## src/rtl/contour_pkg.sv

```systemverilog
// Shared types and constants for the pitch contour classifier.
package contour_pkg;

    typedef enum logic [2:0] {
        CLS_NEUTRAL    = 3'd0,
        CLS_RISING     = 3'd1,
        CLS_FALLING    = 3'd2,
        CLS_PEAKING    = 3'd3,
        CLS_DIPPING    = 3'd4,
        CLS_UNDULATING = 3'd5
    } contour_class_t;

    typedef enum logic [2:0] {
        ST_IDLE     = 3'd0,
        ST_CAPTURE  = 3'd1,
        ST_COMPARE  = 3'd2,
        ST_CLASSIFY = 3'd3,
        ST_REPORT   = 3'd4
    } contour_state_t;

    // Two-bit step codes; the low bit flags "significant", the high bit the sign.
    localparam logic [1:0] STEP_FLAT = 2'b00;
    localparam logic [1:0] STEP_UP   = 2'b01;
    localparam logic [1:0] STEP_DOWN = 2'b11;

endpackage

```

## src/rtl/contour_step_quantizer.sv

```systemverilog
// Quantises one frame-to-frame pitch step as flat/up/down against a
// percentage threshold. Relative change is tested by cross-multiplying
// (|d|*100 >= prev*THRESH_PCT), so no divider and no divide-by-zero case:
// prev = 0 with any rise yields lim = 0 and counts as up.
module contour_step_quantizer
    import contour_pkg::*;
#(
    parameter int WIDTH      = 16,
    parameter int THRESH_PCT = 20
) (
    input  logic [WIDTH-1:0] prev_i,
    input  logic [WIDTH-1:0] cur_i,
    output logic [1:0]       step_o
);

    logic signed [WIDTH:0]   d;
    logic signed [WIDTH:0]   nd;
    logic        [WIDTH-1:0] absd;
    logic        [WIDTH+7:0] mag;
    logic        [WIDTH+6:0] lim;

    // Full-width difference, magnitude and threshold; nothing is truncated.
    always_comb begin
        d      = $signed({1'b0, cur_i}) - $signed({1'b0, prev_i});
        nd     = -d;
        absd   = d[WIDTH] ? nd[WIDTH-1:0] : d[WIDTH-1:0];
        mag    = (WIDTH+8)'(absd) * (WIDTH+8)'(100);
        lim    = (WIDTH+7)'(prev_i) * (WIDTH+7)'(THRESH_PCT);
        step_o = STEP_FLAT;
        if ((d != '0) && (mag >= {1'b0, lim}))
            step_o = d[WIDTH] ? STEP_DOWN : STEP_UP;
    end

endmodule

```

## src/rtl/pitch_contour_classifier.sv

```systemverilog
// Captures N_FRAMES pitch samples, quantises each step with a single
// time-shared quantiser (one step per COMPARE cycle), classifies the
// contour and holds the result behind a valid/ready handshake.
module pitch_contour_classifier
    import contour_pkg::*;
#(
    parameter int          WIDTH          = 16,
    parameter int          N_FRAMES       = 4,
    parameter int          THRESH_PCT     = 20,
    parameter int unsigned TIMEOUT_CYCLES = 32'd1_000_000
) (
    input  logic                    clk_in,
    input  logic                    rst_n_in,
    input  logic                    start_in,
    input  logic                    abort_in,
    input  logic [WIDTH-1:0]        pitch_in,
    input  logic                    pitch_valid_in,
    output logic                    pitch_ready_out,
    output logic [2:0]              class_out,
    output logic [2*(N_FRAMES-1)-1:0] steps_out,
    output logic                    valid_out,
    input  logic                    ready_in,
    output logic                    busy_out,
    output logic                    timeout_out
);

    localparam int S  = N_FRAMES - 1;
    localparam int IW = $clog2(N_FRAMES);
    localparam logic [4:0] QS = 5'(S / 4);

    contour_state_t   state_q, state_d;
    logic [WIDTH-1:0] smp_q [N_FRAMES];
    logic [WIDTH-1:0] smp_d [N_FRAMES];
    logic [IW-1:0]    idx_q, idx_d;
    logic [IW-1:0]    k_q, k_d;
    logic [31:0]      gap_q, gap_d;
    logic             timeout_q, timeout_d;
    logic [2*S-1:0]   acc_q, acc_d;
    logic [2*S-1:0]   steps_q, steps_d;
    contour_class_t   class_q, class_d;
    logic             valid_q, valid_d;

    logic             accept;
    logic             handshake;
    logic [1:0]       step_c;
    contour_class_t   cls_c;

    assign accept    = (state_q == ST_CAPTURE) && pitch_valid_in;
    assign handshake = valid_q && ready_in;

    contour_step_quantizer #(
        .WIDTH      (WIDTH),
        .THRESH_PCT (THRESH_PCT)
    ) u_quant (
        .prev_i (smp_q[k_q]),
        .cur_i  (smp_q[k_q + IW'(1)]),
        .step_o (step_c)
    );

    // Contour class from the accumulated step codes, rules in priority order.
    always_comb begin
        logic [4:0] n_up, n_dn;
        logic [1:0] first_s, last_s, st;
        logic       seen;
        n_up    = '0;
        n_dn    = '0;
        first_s = STEP_FLAT;
        last_s  = STEP_FLAT;
        seen    = 1'b0;
        st      = STEP_FLAT;
        for (int i = 0; i < S; i++) begin
            st = acc_q[2*i +: 2];
            if (st == STEP_UP)   n_up = n_up + 5'd1;
            if (st == STEP_DOWN) n_dn = n_dn + 5'd1;
            if (st != STEP_FLAT) begin
                if (!seen) first_s = st;
                seen   = 1'b1;
                last_s = st;
            end
        end
        if (n_up == '0 && n_dn == '0)                          cls_c = CLS_NEUTRAL;
        else if (n_up > n_dn && n_dn <= QS)                    cls_c = CLS_RISING;
        else if (n_dn > n_up && n_up <= QS)                    cls_c = CLS_FALLING;
        else if (first_s == STEP_UP && last_s == STEP_DOWN)    cls_c = CLS_PEAKING;
        else if (first_s == STEP_DOWN && last_s == STEP_UP)    cls_c = CLS_DIPPING;
        else                                                   cls_c = CLS_UNDULATING;
    end

    // Next-state logic; abort wins over every other event.
    always_comb begin
        state_d   = state_q;
        smp_d     = smp_q;
        idx_d     = idx_q;
        k_d       = k_q;
        gap_d     = gap_q;
        timeout_d = timeout_q;
        acc_d     = acc_q;
        steps_d   = steps_q;
        class_d   = class_q;
        if (abort_in) begin
            state_d = ST_IDLE;
            idx_d   = '0;
            k_d     = '0;
        end else begin
            case (state_q)
                ST_IDLE: begin
                    if (start_in) begin
                        state_d   = ST_CAPTURE;
                        idx_d     = '0;
                        gap_d     = '0;
                        timeout_d = 1'b0;
                    end
                end
                ST_CAPTURE: begin
                    if (accept) begin
                        smp_d[idx_q] = pitch_in;
                        gap_d        = '0;
                        if (idx_q == IW'(N_FRAMES - 1)) begin
                            state_d = ST_COMPARE;
                            idx_d   = '0;
                            k_d     = '0;
                        end else begin
                            idx_d = idx_q + IW'(1);
                        end
                    end else if (gap_q >= TIMEOUT_CYCLES - 32'd1) begin
                        timeout_d = 1'b1;
                        state_d   = ST_IDLE;
                        idx_d     = '0;
                    end else begin
                        gap_d = gap_q + 32'd1;
                    end
                end
                ST_COMPARE: begin
                    acc_d[2*k_q +: 2] = step_c;
                    if (k_q == IW'(S - 1)) begin
                        k_d     = '0;
                        state_d = ST_CLASSIFY;
                    end else begin
                        k_d = k_q + IW'(1);
                    end
                end
                ST_CLASSIFY: begin
                    class_d = cls_c;
                    steps_d = acc_q;
                    state_d = ST_REPORT;
                end
                ST_REPORT: begin
                    if (handshake) begin
                        if (start_in) begin
                            state_d   = ST_CAPTURE;
                            idx_d     = '0;
                            gap_d     = '0;
                            timeout_d = 1'b0;
                        end else begin
                            state_d = ST_IDLE;
                        end
                    end
                end
                default: state_d = ST_IDLE;
            endcase
        end
        // valid is registered one cycle into REPORT so it drives from a flop
        valid_d = (state_q == ST_REPORT) && !handshake && !abort_in;
    end

    // State and datapath registers with asynchronous clear.
    always_ff @(posedge clk_in or negedge rst_n_in) begin
        if (!rst_n_in) begin
            state_q   <= ST_IDLE;
            for (int i = 0; i < N_FRAMES; i++) smp_q[i] <= '0;
            idx_q     <= '0;
            k_q       <= '0;
            gap_q     <= '0;
            timeout_q <= 1'b0;
            acc_q     <= '0;
            steps_q   <= '0;
            class_q   <= CLS_NEUTRAL;
            valid_q   <= 1'b0;
        end else begin
            state_q   <= state_d;
            smp_q     <= smp_d;
            idx_q     <= idx_d;
            k_q       <= k_d;
            gap_q     <= gap_d;
            timeout_q <= timeout_d;
            acc_q     <= acc_d;
            steps_q   <= steps_d;
            class_q   <= class_d;
            valid_q   <= valid_d;
        end
    end

    assign pitch_ready_out = (state_q == ST_CAPTURE);
    assign busy_out        = (state_q != ST_IDLE);
    assign valid_out       = valid_q;
    assign class_out       = class_q;
    assign steps_out       = steps_q;
    assign timeout_out     = timeout_q;

endmodule

```

## config.mk

```make
export PLATFORM = sky130hd
export DESIGN_NAME = pitch_contour_classifier
export DESIGN_NICKNAME = d
export VERILOG_FILES = /design/src/rtl/contour_pkg.sv /design/src/rtl/contour_step_quantizer.sv /design/src/rtl/pitch_contour_classifier.sv
export SDC_FILE = /design/constraint.sdc
export NUM_CORES = 1
export LEC_CHECK = 0
export ABC_AREA = 1
export BUFFER_PORTS_ARGS = -buffer_cell sky130_fd_sc_hd__clkbuf_2
export CORE_AREA = 2 2 160 146
export CTS_BUF_LIST = sky130_fd_sc_hd__clkbuf_2 sky130_fd_sc_hd__clkbuf_4 sky130_fd_sc_hd__clkbuf_8
export DETAILED_ROUTE_END_ITERATION = 10
export DIE_AREA = 0 0 162 148
export HOLD_SLACK_MARGIN = 0.05
export PLACE_DENSITY = 0.68
export RECOVER_POWER = 100
export REMOVE_ABC_BUFFERS = 1
export SLEW_MARGIN = 0
export SYNTH_ARGS = -nofsm -noshare
export SYNTH_HDL_FRONTEND = slang
export SYNTH_SLANG_ARGS = --single-unit
```

## constraint.sdc

```tcl
create_clock -name clk_in -period 6.7 [get_ports clk_in]
set_input_delay 0.335 -clock clk_in [delete_from_list [all_inputs] [get_ports clk_in]]
set_output_delay 0.335 -clock clk_in [all_outputs]
set_load 0.05 [all_outputs]
```

* Word level (Yosys, flattened, before mapping) *
Cells that the tools add are included.

cells by class
  add/sub/neg operators = 10
  multiply operators = 2
  $lt $le $gt $ge = 10
  equal/unequal tests = 27
  shift operators = 2
  multiplexer cells = 64
  bitwise logic cells = 4
  reductions and logical operators = 32

operators with widths
  cell                      count
  $mux W32                  4
  $mux W16                  6
  $pmux W32 S3              1
  $bmux W16 S2              2
  $bwmux W64                1
  $mux W2                   19
  $neg A3 Y34               1
  $shift A2 B34 Y6 const A  1
  $shiftx A2 B34 Y6         1
  $mux W3                   11
  $add A32 B1 Y32 const B   1
  $demux W16 S2             1
  $ge A32 B20 Y1 const B    1
  $ge A23 B21 Y1            1
  $mul A16 B5 Y21 const B   1
  $add A5 B1 Y5 const B     4
  $mux W5                   4
  $mul A16 B3 Y19 const B   1
  $reduce_bool A17 Y1       1
  $sub A16 B16 Y17          1
  $neg A16 Y16              1
  $pmux W3 S5               1
  $eq A2 B2 Y1 const B      7
  $ne A3 B3 Y1 const B      4
  other kinds (32)          75

storage, ports and cells
  register bits = 120

* Longest topological paths before layout *
  depth in word-level cells = 14
  depth in mapped cells = 49
  depth with buffers taken out = 47

* Cells and area by module *
Synthesis repeated with hierarchy kept, for this count alone.

unflattened totals
  cells, all modules = 1542
  area, all modules = 10794.1 sq um

modules (own cells, without submodules)
  module                    times used  cells an instance  area each (sq um)  sequential area each (sq um)
  pitch_contour_classifier  1           851                6452.4             3002.9
  contour_step_quantizer    1           691                4341.7             0.0

* Worst setup path after synthesis *
OpenSTA, ideal clock, no wires.

  path kind = register -> register
  start = register k_q[0]
  end = register acc_q[0]
  library setup time = 0.127 ns
  arrival = 6.885 ns
  data required time = 6.573 ns
  path slack = -0.312 ns
  stages on the path, launching flop included = 44
  path through = dfrtp_1 -> buf_2 -> inv_2 -> clkbuf_1 -> ha_1 -> inv_1 -> clkbuf_1 -> o21ai_0 -> o22ai_1 -> fa_1 -> inv_1 -> ha_1 -> a21boi_1 -> nand3_2 -> clkinv_2 -> nand3_4 -> nand2_1 -> xor2_1 -> (+8 left out) -> nand2_1 -> nand3_1 -> nand2_1 -> a21boi_0 -> xnor2_1 -> ha_1 -> nand2_1 -> nor2_1 -> nand2_1 -> nor2_1 -> nand3_1 -> nand2_1 -> inv_1 -> nand2_1 -> a21boi_0 -> nand4_1 -> nand3_1 -> o21ai_0

on the way
  longest elaborated chain between the ends = 14
  elaborated cells on any way between the ends = 23
  those cells by class = 4 x add/sub; 2 x mul; 1 x order compare; 2 x shift; 10 x mux; 2 x bitwise; 2 x reduce/logical

ends and longest elaborated chain
  what                                         line                             text
  from (decl)                                  pitch_contour_classifier.sv:35   logic [IW-1:0] k_q, k_d;
  from (signal assigned)                       pitch_contour_classifier.sv:183  k_q <= k_d;
  $add A2 B1 Y2                                pitch_contour_classifier.sv:56   .cur_i (smp_q[k_q + IW'(1)]),
  $not A2 Y3 (not written as such)             pitch_contour_classifier.sv:56
  $bmux W16 S2                                 pitch_contour_classifier.sv:56
  $mux W16 (not written as such) (2 in a row)  pitch_contour_classifier.sv:56
  $sub A16 B16 Y17                             contour_step_quantizer.sv:24     d = $signed({1'b0, cur_i}) - $signed({1'b0, prev_i});
  $neg A16 Y16                                 contour_step_quantizer.sv:25     nd = -d;
  $mux W16                                     contour_step_quantizer.sv:26     absd = d[WIDTH] ? nd[WIDTH-1:0] : d[WIDTH-1:0];
  $mul A16 B5 Y21                              contour_step_quantizer.sv:27     mag = (WIDTH+8)'(absd) * (WIDTH+8)'(100);
  $ge A23 B21 Y1                               contour_step_quantizer.sv:30     if ((d != '0) && (mag >= {1'b0, lim}))
  $logic_and A1 B1 Y1                          contour_step_quantizer.sv:30
  $mux W2                                      contour_step_quantizer.sv:30
  $shiftx A2 B34 Y6                            pitch_contour_classifier.sv:134  acc_d[2*k_q +: 2] = step_c;
  $bwmux W6 (*)                                pitch_contour_classifier.sv:134
  to (signal assigned)                         pitch_contour_classifier.sv:175  acc_q <= '0;
  to (signal assigned)                         pitch_contour_classifier.sv:186  acc_q <= acc_d;
  to (decl)                                    pitch_contour_classifier.sv:38   logic [2*S-1:0] acc_q, acc_d;

Every way passes the cells marked *; elsewhere a longest branch is shown, timed or not. The select of a mux whose other input is x is not followed.
A chain may end at the register's enable or synchronous reset.

* Worst setup path after layout *
  start = register k_q[0]
  end = register acc_q[2]

Same word-level chain as after synthesis.

==> results.py <==
metrics = {
    "setup_path": {
        "endpoint": "acc_q[2]",
        "reg2reg_depth": 45,
        "endpoint_kind": "flop",
        "crit_start": "k_q[0]",
        "path_max_fanout": 6,
        "cp.buffers_inverters": 9,
        "worstReg2RegStart": "k_q[0]",
        "cp.arrival_ns": 7.10,
        "r2r_end": "acc_q[2]",
        "path_class": "reg -> reg",
        "slowest_stage": "fa_1",
        "start_kind": "flop",
        "required_ns": 7.06,
        "reg2reg_setup_slack_ns": -0.04,
        "crit_family": "adder cells",
        "critical_path.max_stage_delay_ns": 0.55,
        "path_depth": 45,
    },
    "logic_synthesis": {
        "synth_area_um2": 11000,
        "synth-compound-area-share": 0.125,
        "synth.avg_cell_area_um2": 6.99,
        "ys_ff_latch": 120,
        "yosys_most_used_dff": "dfrtp_1",
        "post_synth_and_or_nand_nor_area_fraction": 0.266,
        "synth_edf_count": 0,
        "synth-seq-area-share": 0.272,
        "synthArstFlopShare": 1.00,
        "yosys.area_share.adder": 0.169,
        "synth_top_family_by_area": "simple AND/OR/NAND/NOR gates",
        "synth_warnings": 0,
        "synth_cell_types": 51,
        "syn_inst": 1577,
        "synth_mux_area_frac": 0.0136,
        "synth-xor-area-share": 0.0397,
    },
    "finish": {
        "most-common-layout-cells": "363 x nand2_1, 274 x inv_1, 120 x o21ai_0",
        "antenna_cells": 0,
        "final.fill_count": 2057,
        "regArea_um2": 3000,
        "fin_nets": 1845,
        "multi_input_area_um2": 7180,
        "syn_to_final_growth_pct": 17.6,
        "final_common_cell": "nand2_1",
        "drive_gt1_frac": 0.155,
    },
    "floorplanning": {
        "rows": 52,
        "start_util": 0.496,
        "core_region_area_um2": 22300,
        "die_w_um": 162,
        "pin_count": 35,
        "die-area_um2": 24000,
        "die_y_um": 148,
    },
    "drt": {
        "wl_per_cell_um": 13.6,
        "first_iter_violations": 689,
        "wl_um": 27100,
        "final_antenna_net_count": 0,
        "vias": 10300,
        "drtPass1Iterations": 6,
        "vias_per_cell": 5.16,
        "route.detailed.drc": 0,
    },
    "global_route": {
        "grt_pass1_wl_um": 44700,
        "grt_use_total": 0.226,
        "antenna_found_initial": 0,
        "grt_pass1_vias": 9508,
        "globalRouteOverflowTotal": 0,
        "grt_max_degree": 72,
    },
    "sta": {
        "hold_violations": 0,
        "setup_viol": 6,
        "worst_pin_slew_ns": 2.78,
        "grt_setup_unrepaired": "yes",
        "hold_ws_ns": 0.134,
        "fmax_mhz": 148,
        "slew_violations": 123,
        "period_needed_ns": 6.74,
        "slew_headroom": -0.855,
        "worst_clock_skew_ns": 0.0265,
        "finalCritPeriodShare": 1.01,
        "setup_ws_ns": -0.0408,
    },
    "clocking": {
        "cts_tree": "built",
        "cts_buffers": 17,
        "cts_buffer_depth": 2,
        "htree_levels": 4,
        "cts_sinks": 120,
        "cts-root-buf": "clkbuf_8",
        "clkLatencyLatePin_ns": 0.46,
        "path_clk_slew_ns": 0.09,
    },
    "job": {
        "maxCapViolations": 2,
    },
    "place": {
        "hpwl_um": 20200,
        "gp_congestion": 0.903,
        "numPortBuffers": 34,
    },
    "run_status": {
        "violations": "max-capacitance violations, max-slew violations, negative setup slack",
        "outcome": "finished, violations left",
    },
    "hold_path": {
        "hold_depth": 2,
        "hold_path.class": "in -> reg",
    },
}
stage by stage:
step / cell area [µm²] / util / TNS (ns) / worst slack (ns) / std cells
floorplan: 10900 / - / -11.77 / -1.99 / 1537
global placement: 12000 / 0.538 / -0.0142 / -0.0142 / 1941
detailed placement: 12000 / 0.538 / -1.13 / -0.209 / 1941
CTS: 12500 / 0.560 / 0 / 0.00326 / 1975
global route: 13000 / 0.583 / -1.87 / -0.340 / 1992
finish: 13000 / 0.583 / -0.144 / -0.0408 / 1992
how the worst min path moves through the flow:
stage | from | end | slack (ns)
after detailed placement | rst_n_in | gap_q[0] | 0.41
after global placement | rst_n_in | gap_q[0] | 0.40
after CTS | abort_in | valid_out | 0.11
after floorplan | rst_n_in | acc_q[0] | 0.04
after global routing | abort_in | valid_out | 0.12
final | abort_in | valid_out | 0.13
routing by layer:
metal | GRT usage | wire, µm
met5 | 0 | 0
met4 | 0.0549 | 382
met3 | 0.0362 | 955
met2 | 0.361 | 12500
met1 | 0.323 | 13300
kinds of logic after synthesis:
| family | count (synthesis) |
|---|---|
| AO/OA/AOI/OAI | 248 |
| XOR/XNOR | 50 |
| adder cells (fa/ha/maj) | 141 |
| buffers and inverters | 329 |
| flip-flops | 120 |
| multiplexers | 15 |
| AND/OR/NAND/NOR | 674 |
sequential cells by signal, indices dropped and copies added (netlist names):
| signal | flops |
|---|---|
| acc_q | 6 |
| timeout_out | 1 |
| class_out | 3 |
| gap_q | 32 |
| k_q | 2 |
| smp_q | 64 |
| valid_out | 1 |
| steps_out | 6 |
| idx_q | 2 |
| state_q | 3 |
worst reg2reg max path, delay by kind of cell, from the launching register on:
| family | cells | cell delay, ns |
|---|---|---|
| flip-flops | 1 | 0.48 |
| buffers and inverters | 9 | 0.77 |
| AO/OA/AOI/OAI | 7 | 0.95 |
| AND/OR/NAND/NOR | 19 | 1.46 |
| XOR/XNOR | 2 | 0.43 |
| adder cells (fa/ha/maj) | 8 | 2.55 |
Yosys cell counts (6+ instances only):
| library cell | number | area share |
|---|---|---|
| nand3_1 | 67 | 0.030 |
| xor2_1 | 36 | 0.029 |
| dfrtp_1 | 120 | 0.27 |
| inv_1 | 281 | 0.096 |
| ha_1 | 128 | 0.15 |
| nand2_4 | 6 | 0.0061 |
| o21ai_1 | 6 | 0.0027 |
| xnor2_1 | 14 | 0.011 |
| nor4_1 | 6 | 0.0034 |
| nand2_1 | 379 | 0.13 |
| nand2_2 | 17 | 0.0096 |
| a32oi_1 | 14 | 0.011 |
| o21ai_0 | 119 | 0.054 |
| nor3_1 | 23 | 0.010 |
| nand3_2 | 7 | 0.0064 |
| nor2_1 | 123 | 0.042 |
| clkbuf_1 | 32 | 0.011 |
| o22ai_1 | 15 | 0.0085 |
| mux2i_1 | 15 | 0.014 |
| fa_1 | 13 | 0.024 |
| a21oi_1 | 67 | 0.030 |
| nand4_1 | 28 | 0.016 |
| inv_2 | 6 | 0.0020 |
timing repair:
item                                    CTS  global route
cloned                                    1             1
endpoints found under the hold margin    49             0
pin swaps                                 0            49
buffers inserted                          0            16
gates resized for setup                  14            90
endpoints found under the setup margin    6             6
hold buffers                              1             0
cell type report:
cell class                      instances  area share
Multi-Input combinational cell       1128       0.554
Tap cell                              297      0.0287
Timing Repair Buffer                  126      0.0721
Sequential cell                       120       0.232
Clock buffer                           18      0.0186
Clock inverter                         14      0.0107
Inverter                              289      0.0846
Power is not shown: default switching activity piles up to over one toggle a cycle in this logic, so the estimate is an artifact.
